File: config.mk
export PLATFORM = sky130hd
export DESIGN_NAME = daq_mode_switch
export DESIGN_NICKNAME = d
export VERILOG_FILES = /design/src/rtl/daq_mode_pkg.sv /design/src/rtl/daq_mode_drain_guard.sv /design/src/rtl/daq_mode_switch.sv
export SDC_FILE = /design/constraint.sdc
export NUM_CORES = 1
export LEC_CHECK = 0
export BUFFER_PORTS_ARGS = -buffer_cell sky130_fd_sc_hd__buf_2
export CAP_MARGIN = 20
export CORE_AREA = 2 2 362 364
export DETAILED_ROUTE_END_ITERATION = 8
export DIE_AREA = 0 0 364 366
export PLACE_DENSITY = 0.3
export SLEW_MARGIN = 40
export SYNTH_ARGS = -nofsm -noshare
export SYNTH_HDL_FRONTEND = slang
export SYNTH_SLANG_ARGS = --single-unit
File: constraint.sdc
create_clock -name Clk -period 2.2 [get_ports Clk]
set_input_delay 0 -clock Clk [delete_from_list [all_inputs] [get_ports Clk]]
set_output_delay 0 -clock Clk [all_outputs]
set_load 0.01 [all_outputs]
File: src/rtl/daq_mode_pkg.sv
// Shared types and SC configuration packing for the DAQ mode switch.
package daq_mode_pkg;

  typedef enum logic [1:0] {
    LOAD     = 2'd0,
    CFG_WAIT = 2'd1,
    RUN      = 2'd2,
    DRAIN    = 2'd3
  } state_t;

  localparam int CTEST_W   = 64;
  localparam int DAC_W     = 10;
  localparam int MASK_W    = 192;
  localparam int CTEST_LSB = 0;
  localparam int DAC0_LSB  = CTEST_LSB + CTEST_W;
  localparam int DAC1_LSB  = DAC0_LSB + DAC_W;
  localparam int DAC2_LSB  = DAC1_LSB + DAC_W;
  localparam int MASK_LSB  = DAC2_LSB + DAC_W;
  localparam int SC_CFG_W  = MASK_LSB + MASK_W;

  // Every channel unmasked, CTest and DACs at zero.
  localparam logic [SC_CFG_W-1:0] SC_CFG_RST = {{MASK_W{1'b1}}, {MASK_LSB{1'b0}}};

  function automatic logic [SC_CFG_W-1:0] sc_cfg_pack(
    input logic [CTEST_W-1:0] ctest,
    input logic [DAC_W-1:0]   dac0,
    input logic [DAC_W-1:0]   dac1,
    input logic [DAC_W-1:0]   dac2,
    input logic [MASK_W-1:0]  mask
  );
    logic [SC_CFG_W-1:0] v;
    v = '0;
    v[CTEST_LSB +: CTEST_W] = ctest;
    v[DAC0_LSB  +: DAC_W]   = dac0;
    v[DAC1_LSB  +: DAC_W]   = dac1;
    v[DAC2_LSB  +: DAC_W]   = dac2;
    v[MASK_LSB  +: MASK_W]  = mask;
    return v;
  endfunction

endpackage

File: src/rtl/daq_mode_drain_guard.sv
// Idle-cycle guard: o_done fires on the GUARD-th consecutive idle enabled cycle.
module daq_mode_drain_guard #(
  parameter int GUARD = 16
) (
  input  logic i_clk,
  input  logic i_rst_n,
  input  logic i_en,
  input  logic i_clr,
  output logic o_done
);

  localparam int CW = (GUARD > 1) ? $clog2(GUARD) : 1;
  localparam logic [CW-1:0] LAST = CW'(GUARD - 1);

  logic [CW-1:0] r_cnt;

  always_ff @(posedge i_clk) begin
    if (!i_rst_n || !i_en || i_clr) r_cnt <= '0;
    else if (r_cnt != LAST)         r_cnt <= r_cnt + 1'b1;
  end

  assign o_done = i_en & ~i_clr & (r_cnt == LAST);

endmodule

File: src/rtl/daq_mode_switch.sv
// DAQ source switch: routes one of NUM_SRC sources, switching only after drain + SC reload.
// Optional DAQ_MODE_WORD_COUNT_EN adds a saturating accepted-word counter output.
module daq_mode_switch
  import daq_mode_pkg::*;
#(
  parameter int NUM_SRC     = 2,
  parameter int DATA_W      = 16,
  parameter int CFG_W       = 286,
  parameter int GUARD       = 16,
  parameter int CFG_TIMEOUT = 65535,
  localparam int MW = (NUM_SRC > 1) ? $clog2(NUM_SRC) : 1
) (
  input  logic                      Clk,
  input  logic                      reset_n,
  input  logic [MW-1:0]             mode_req,
  output logic [MW-1:0]             mode_cur,
  output logic                      switch_busy,
  input  logic [NUM_SRC-1:0]        src_start_stop,
  output logic                      out_start_stop,
  input  logic [NUM_SRC*DATA_W-1:0] src_fifo_din,
  input  logic [NUM_SRC-1:0]        src_fifo_wr_en,
  input  logic                      usb_fifo_full,
  output logic [DATA_W-1:0]         out_fifo_din,
  output logic                      out_fifo_wr_en,
  output logic                      overflow,
  input  logic [NUM_SRC*CFG_W-1:0]  src_sc_cfg,
  output logic [CFG_W-1:0]          out_sc_cfg,
  input  logic [NUM_SRC-1:0]        src_sc_load,
  output logic                      out_sc_load,
  input  logic                      sc_config_done,
  output logic                      cfg_timeout,
  input  logic                      nPKTEND,
`ifdef DAQ_MODE_WORD_COUNT_EN
  output logic [31:0]               word_count,
`endif
  output logic                      data_transmit_done
);

  localparam int TW = $clog2(CFG_TIMEOUT + 1);
  localparam logic [TW-1:0]    TO_LAST = TW'(CFG_TIMEOUT - 1);
  localparam logic [MW:0]      NSRC    = (MW + 1)'(NUM_SRC);
  localparam logic [CFG_W-1:0] CFG_RST = CFG_W'(SC_CFG_RST);

  state_t              r_state, w_state_nxt;
  logic [MW-1:0]       r_mode, w_mode_nxt;
  logic [TW-1:0]       r_to_cnt;
  logic                r_ss, r_we, r_ld, r_ovf, r_to;
  logic [DATA_W-1:0]   r_din;
  logic [CFG_W-1:0]    r_cfg;
  logic                r_pkt, r_pkt_d, r_tx_done;

  logic                w_sel_ss, w_sel_we, w_sel_ld;
  logic [DATA_W-1:0]   w_sel_din;
  logic [CFG_W-1:0]    w_sel_cfg;
  logic                w_req_ok, w_act, w_guard_done, w_cfg_expire;
  logic                w_ss_d, w_ld_d, w_fwd, w_cfg_ld, w_we_d, w_drop;

  assign w_sel_ss  = src_start_stop[r_mode];
  assign w_sel_we  = src_fifo_wr_en[r_mode];
  assign w_sel_ld  = src_sc_load[r_mode];
  assign w_sel_din = src_fifo_din[r_mode*DATA_W +: DATA_W];
  assign w_sel_cfg = src_sc_cfg[r_mode*CFG_W +: CFG_W];

  // Out-of-range requests never start a switch.
  assign w_req_ok     = ({1'b0, mode_req} < NSRC) && (mode_req != r_mode);
  assign w_act        = w_sel_we | w_sel_ss;
  assign w_cfg_expire = (r_to_cnt == TO_LAST);

  daq_mode_drain_guard #(.GUARD(GUARD)) u_guard (
    .i_clk   (Clk),
    .i_rst_n (reset_n),
    .i_en    (r_state == DRAIN),
    .i_clr   (w_act),
    .o_done  (w_guard_done)
  );

  always_ff @(posedge Clk) begin
    if (!reset_n) begin
      r_state <= LOAD;
      r_mode  <= '0;
    end else begin
      r_state <= w_state_nxt;
      r_mode  <= w_mode_nxt;
    end
  end

  always_comb begin
    w_state_nxt = r_state;
    w_mode_nxt  = r_mode;
    w_ss_d      = 1'b0;
    w_ld_d      = 1'b0;
    w_fwd       = 1'b0;
    w_cfg_ld    = 1'b0;
    case (r_state)
      LOAD: begin
        w_ld_d      = 1'b1;
        w_cfg_ld    = 1'b1;
        w_state_nxt = CFG_WAIT;
      end
      CFG_WAIT: begin
        if (sc_config_done || w_cfg_expire) w_state_nxt = RUN;
      end
      RUN: begin
        w_ss_d   = w_sel_ss;
        w_ld_d   = w_sel_ld;
        w_fwd    = 1'b1;
        w_cfg_ld = 1'b1;
        if (w_req_ok) w_state_nxt = DRAIN;
      end
      DRAIN: begin
        w_fwd = 1'b1;
        if (mode_req == r_mode) w_state_nxt = RUN;
        else if (w_guard_done && w_req_ok) begin
          w_state_nxt = LOAD;
          w_mode_nxt  = mode_req;
        end
      end
      default: w_state_nxt = LOAD;
    endcase
    w_we_d = w_fwd & w_sel_we & ~usb_fifo_full;
    w_drop = w_fwd & w_sel_we & usb_fifo_full;
  end

  always_ff @(posedge Clk) begin
    if (!reset_n) begin
      r_ss     <= 1'b0;
      r_we     <= 1'b0;
      r_ld     <= 1'b0;
      r_din    <= '0;
      r_cfg    <= CFG_RST;
      r_ovf    <= 1'b0;
      r_to     <= 1'b0;
      r_to_cnt <= '0;
    end else begin
      r_ss <= w_ss_d;
      r_we <= w_we_d;
      r_ld <= w_ld_d;
      if (w_fwd)    r_din <= w_sel_din;
      if (w_cfg_ld) r_cfg <= w_sel_cfg;
      if (w_drop)   r_ovf <= 1'b1;
      if (r_state == CFG_WAIT) begin
        r_to_cnt <= r_to_cnt + 1'b1;
        // A done pulse landing on the expiry cycle still counts as success.
        if (w_cfg_expire && !sc_config_done) r_to <= 1'b1;
      end else begin
        r_to_cnt <= '0;
      end
    end
  end

  always_ff @(posedge Clk) begin
    if (!reset_n) begin
      r_pkt     <= 1'b0;
      r_pkt_d   <= 1'b0;
      r_tx_done <= 1'b0;
    end else begin
      r_pkt     <= nPKTEND;
      r_pkt_d   <= r_pkt;
      r_tx_done <= r_pkt_d & ~r_pkt;
    end
  end

`ifdef DAQ_MODE_WORD_COUNT_EN
  logic [31:0] r_wcnt;
  always_ff @(posedge Clk) begin
    if (!reset_n || (r_state != RUN && w_state_nxt == RUN)) r_wcnt <= '0;
    else if (r_we && r_wcnt != 32'hFFFF_FFFF)               r_wcnt <= r_wcnt + 1'b1;
  end
  assign word_count = r_wcnt;
`endif

  assign mode_cur           = r_mode;
  assign switch_busy        = (r_state != RUN);
  assign out_start_stop     = r_ss;
  assign out_fifo_wr_en     = r_we;
  assign out_fifo_din       = r_din;
  assign overflow           = r_ovf;
  assign out_sc_cfg         = r_cfg;
  assign out_sc_load        = r_ld;
  assign cfg_timeout        = r_to;
  assign data_transmit_done = r_tx_done;

endmodule
==> impl_metrics.yaml <==
outcome:
  status: "finished clean"
route:
  vias: 17288
  drt-pass1-iter-count: 4
  drcViolationCount: 0
  avgViaCountPerCell: 3.514
  drt_iter0_markers: 520
  ant_nets: 0
  routedWlPerCell_um: 17.03
  drt_wl_total_um: 83780
floorplan:
  pin_count: 926
  die-area_sq_um: 133200
  coreArea_sq_um: 129000
  die_w_um: 364
  rows: 132
  die_y_um: 366
  start_util: 0.1196
power:
  p_clk_frac: 0.441
  switching_power_mw: 4.999
  max-vdd-ir-drop_uv: 511.8
  power_frac_seq: 0.360
  power_density_nw_per_um2: 598.3
  p_comb_frac: 0.199
  p_int_mw: 13.47
  p_sw_frac: 0.2707
  leakage_nw: 13.41
  power_mw: 18.47
sta:
  max_clock_freq_mhz: 460.6
  finalWorstSetupSlack_ns: 0.02902
  report.final.slew_viol_count: 0
  grt_setup_unrepaired: "true"
  relSlewSlack: 0.4816
  setup_viol: 0
  worstMarginPinSlew_ns: 0.7776
  fin_crit_ns: 2.171
  finClkSkew_ns: 0.02067
  min_period_over_period: 0.9868
  hold_viol_final: 0
  tns_ns: 0
cts:
  numCtsBuffers: 48
  cts.sinks: 333
  clkTransAtPathRegs_ns: 0.06
  cts_tree: "done"
  clk-insertion-delay-late_ns: 0.62
  htreeDepth: 2
  clock_path_buffers: 3
  root_buffer: "clkbuf_16"
critical_path:
  worst_setup_path_end_kind: "register"
  cp-start-kind: "register"
  cp_max_fo: 14
  crit_buf_inv: 4
  critPathArrivalTime_ns: 2.63
  critPathKind: "register to register"
  rr_worst_depth: 7
  max_stage_delay_ns: 0.56
  cp.depth: 7
  critPathTopFamily: "buffers and inverters"
  path_cells: "buf_12, buf_16, clkbuf_16, mux2_2, dlygate4sd3_1, mux2i_1, nand2_1"
  required_ns: 2.66
  crit_slowest_cell: "dlygate4sd3_1"
place:
  dp_worst_setup_slack_ns: 0.4846
  portBuffers: 925
  routabilityCongestion: 0.8525
  dp.final_hpwl_um: 61200
global_route:
  grt_util_all_layers: 0.1151
  antenna_found_initial: 34
  grt_pass1_wl_um: 115100
  overflow: 0
  grt_max_degree: 119
  grt_pass1_vias: 18213
yosys:
  yosysTopAreaCellShare: 0.4320
  synth_edf_count: 0
  yosysSeqAreaShare: 0.4320
  synth_area_per_cell_sq_um: 9.904
  synth_area_sq_um: 15430
  synth.distinct_cells: 43
  synth.largest_area_cell: "dfxtp_1"
  synth_area_leaders: "dfxtp_1 (43%), mux2i_1 (20%), mux2_2 (14%)"
  syn-num-nets: 2177
  synth-seq-cells: 333
  synthFlopType: "dfxtp_1"
  synth_warnings: 0
  netlist_instances: 1558
  async_reset_ff_frac: 0
layout:
  postLayoutCoreUtil: 0.2393
  fin_nets: 3754
  drive_gt1_frac: 0.4085
  syn_to_final_growth_pct: 100.0
hold_path:
  hold_class: "input pin to register"
  whs_path_depth: 5
job:
  cap_viol_max_count: 0
[power groups by stage]
stage / clock network (mW) / registers (mW) / logic [mW]
floorplan: 0 / 6.95 / 1.10
global placement: 0 / 6.78 / 2.81
detailed placement: 0 / 6.78 / 2.80
CTS: 8.58 / 6.65 / 3.70
global route: 8.79 / 6.71 / 3.99
finish: 8.14 / 6.65 / 3.67
[flip-flops by register name, indices dropped and copies added (netlist names), 2 cells and up]
| name | cells |
|---|---|
| r_state | 2 |
| out_sc_cfg | 286 |
| u_guard.r_cnt | 4 |
| r_to_cnt | 16 |
| out_fifo_din | 16 |
[cells in the mapped netlist (2+ instances only)]
library cell	number
a21oi_1	5
and4b_1	2
clkbuf_1	66
ha_1	3
mux2i_1	305
a211oi_1	2
or3_1	2
mux2_2	194
nand2b_1	2
o211a_1	16
nor3_1	7
nand2_1	309
nor4_1	3
nand4_1	2
inv_1	6
xor2_1	3
a31oi_1	2
dfxtp_1	333
nand3_1	5
and3b_1	2
buf_1	4
nand4_2	2
buf_2	45
o21ai_0	97
xnor2_1	9
and2_1	96
nor2b_1	2
nor2_1	19
[what timing repair did]
action,4_1_cts,5_1_grt
hold endpoints to repair,325,14
hold buffers,619,14
setup endpoints to repair,0,81
resized for setup,0,38
setup buffers,0,32
[layout by cell type (no fill, tap or decap), types with 3 or more instances in the layout]
cell type	synthesis	layout
a21oi_1	5	5
buf_16	0	5
buf_12	0	14
clkinv_2	0	5
dlygate4sd3_1	0	616
mux2_4	0	5
buf_2	45	924
inv_1	6	6
buf_8	1	4
clkbuf_16	0	55
xor2_1	3	3
bufinv_16	0	7
ha_1	3	3
clkbuf_1	66	15
nor3_1	7	7
mux2_2	194	189
dfxtp_1	333	330
o211a_1	16	16
nor4_1	3	3
dlymetal6s4s_1	0	9
mux2i_1	305	303
nor2_1	19	19
nand3_1	5	5
buf_4	0	57
clkbuf_8	1	3
xnor2_1	9	9
buf_6	1	9
diode_2	0	10
and2_1	96	96
o21ai_0	97	97
nand2_1	309	309
[cells by family (layout without fill, tap and decap cells)]
logic type                 after synthesis  count (layout)  synth area share
AOI/OAI and AO/OA                      127             127           0.04816
xor gates and xnor gates                12              12          0.006812
adders and majority gates                3               3          0.002433
buffers and inverters                  124            1734           0.03568
DFF                                    333             333            0.4320
muxes                                  499             499            0.3394
other                                    0              10                 0
and+or+nand+nor                        460             460            0.1355
[layout make-up]
class | count | area (sq um)
repair buffers | 1645 | 12090
inverters | 6 | 22.52
clock buffers | 66 | 1299
well taps | 1742 | 2180
flip-flops and latches | 333 | 6675
clock inverters | 17 | 329.1
fillers | 14118 | 98120
multi-input cells | 1101 | 8249
diodes | 10 | 25.02
[final timing paths]
kind | start | slack, ns | endpoint
max | mode_cur$_SDFFE_PN0P_ | 0.03 | out_sc_cfg[271]$_SDFFE_PN1P_
min | src_sc_cfg[494] | 0.004 | out_sc_cfg[208]$_SDFFE_PN1P_
max reg2reg | mode_cur$_SDFFE_PN0P_ | 0.03 | out_sc_cfg[271]$_SDFFE_PN1P_
min reg2reg | r_pkt$_SDFF_PN0_ | 0.46 | r_pkt_d$_SDFF_PN0_
[through the flow]
stage / std cells / hold slack (ns) / instance area (sq um)
finish: 4920 / 0.003904 / 30860
global route: 4917 / 0.0002612 / 30860
CTS: 4864 / 0.03512 / 30180
detailed placement: 4162 / 0.2114 / 22360
global placement: 4162 / 0.2066 / 22360
floorplan: 1558 / 0.1273 / 15430
[metal layers]
| metal | wire length, um | GRT usage |
|---|---|---|
| met1 | 32120 | 0.1222 |
| met2 | 41980 | 0.2045 |
| met3 | 6311 | 0.03888 |
| met4 | 3227 | 0.05147 |
| met5 | 136 | 0 |
[worst reg2reg max path: cells and delay by family, from the launching register on]
family | cells | cell delay [ns]
buffers and inverters | 4 | 1.13
multiplexers | 2 | 0.46
flip-flops | 1 | 0.36
AND/OR/NAND/NOR | 1 | 0.06
No activity file was read; power rests on OpenSTA's default activity.
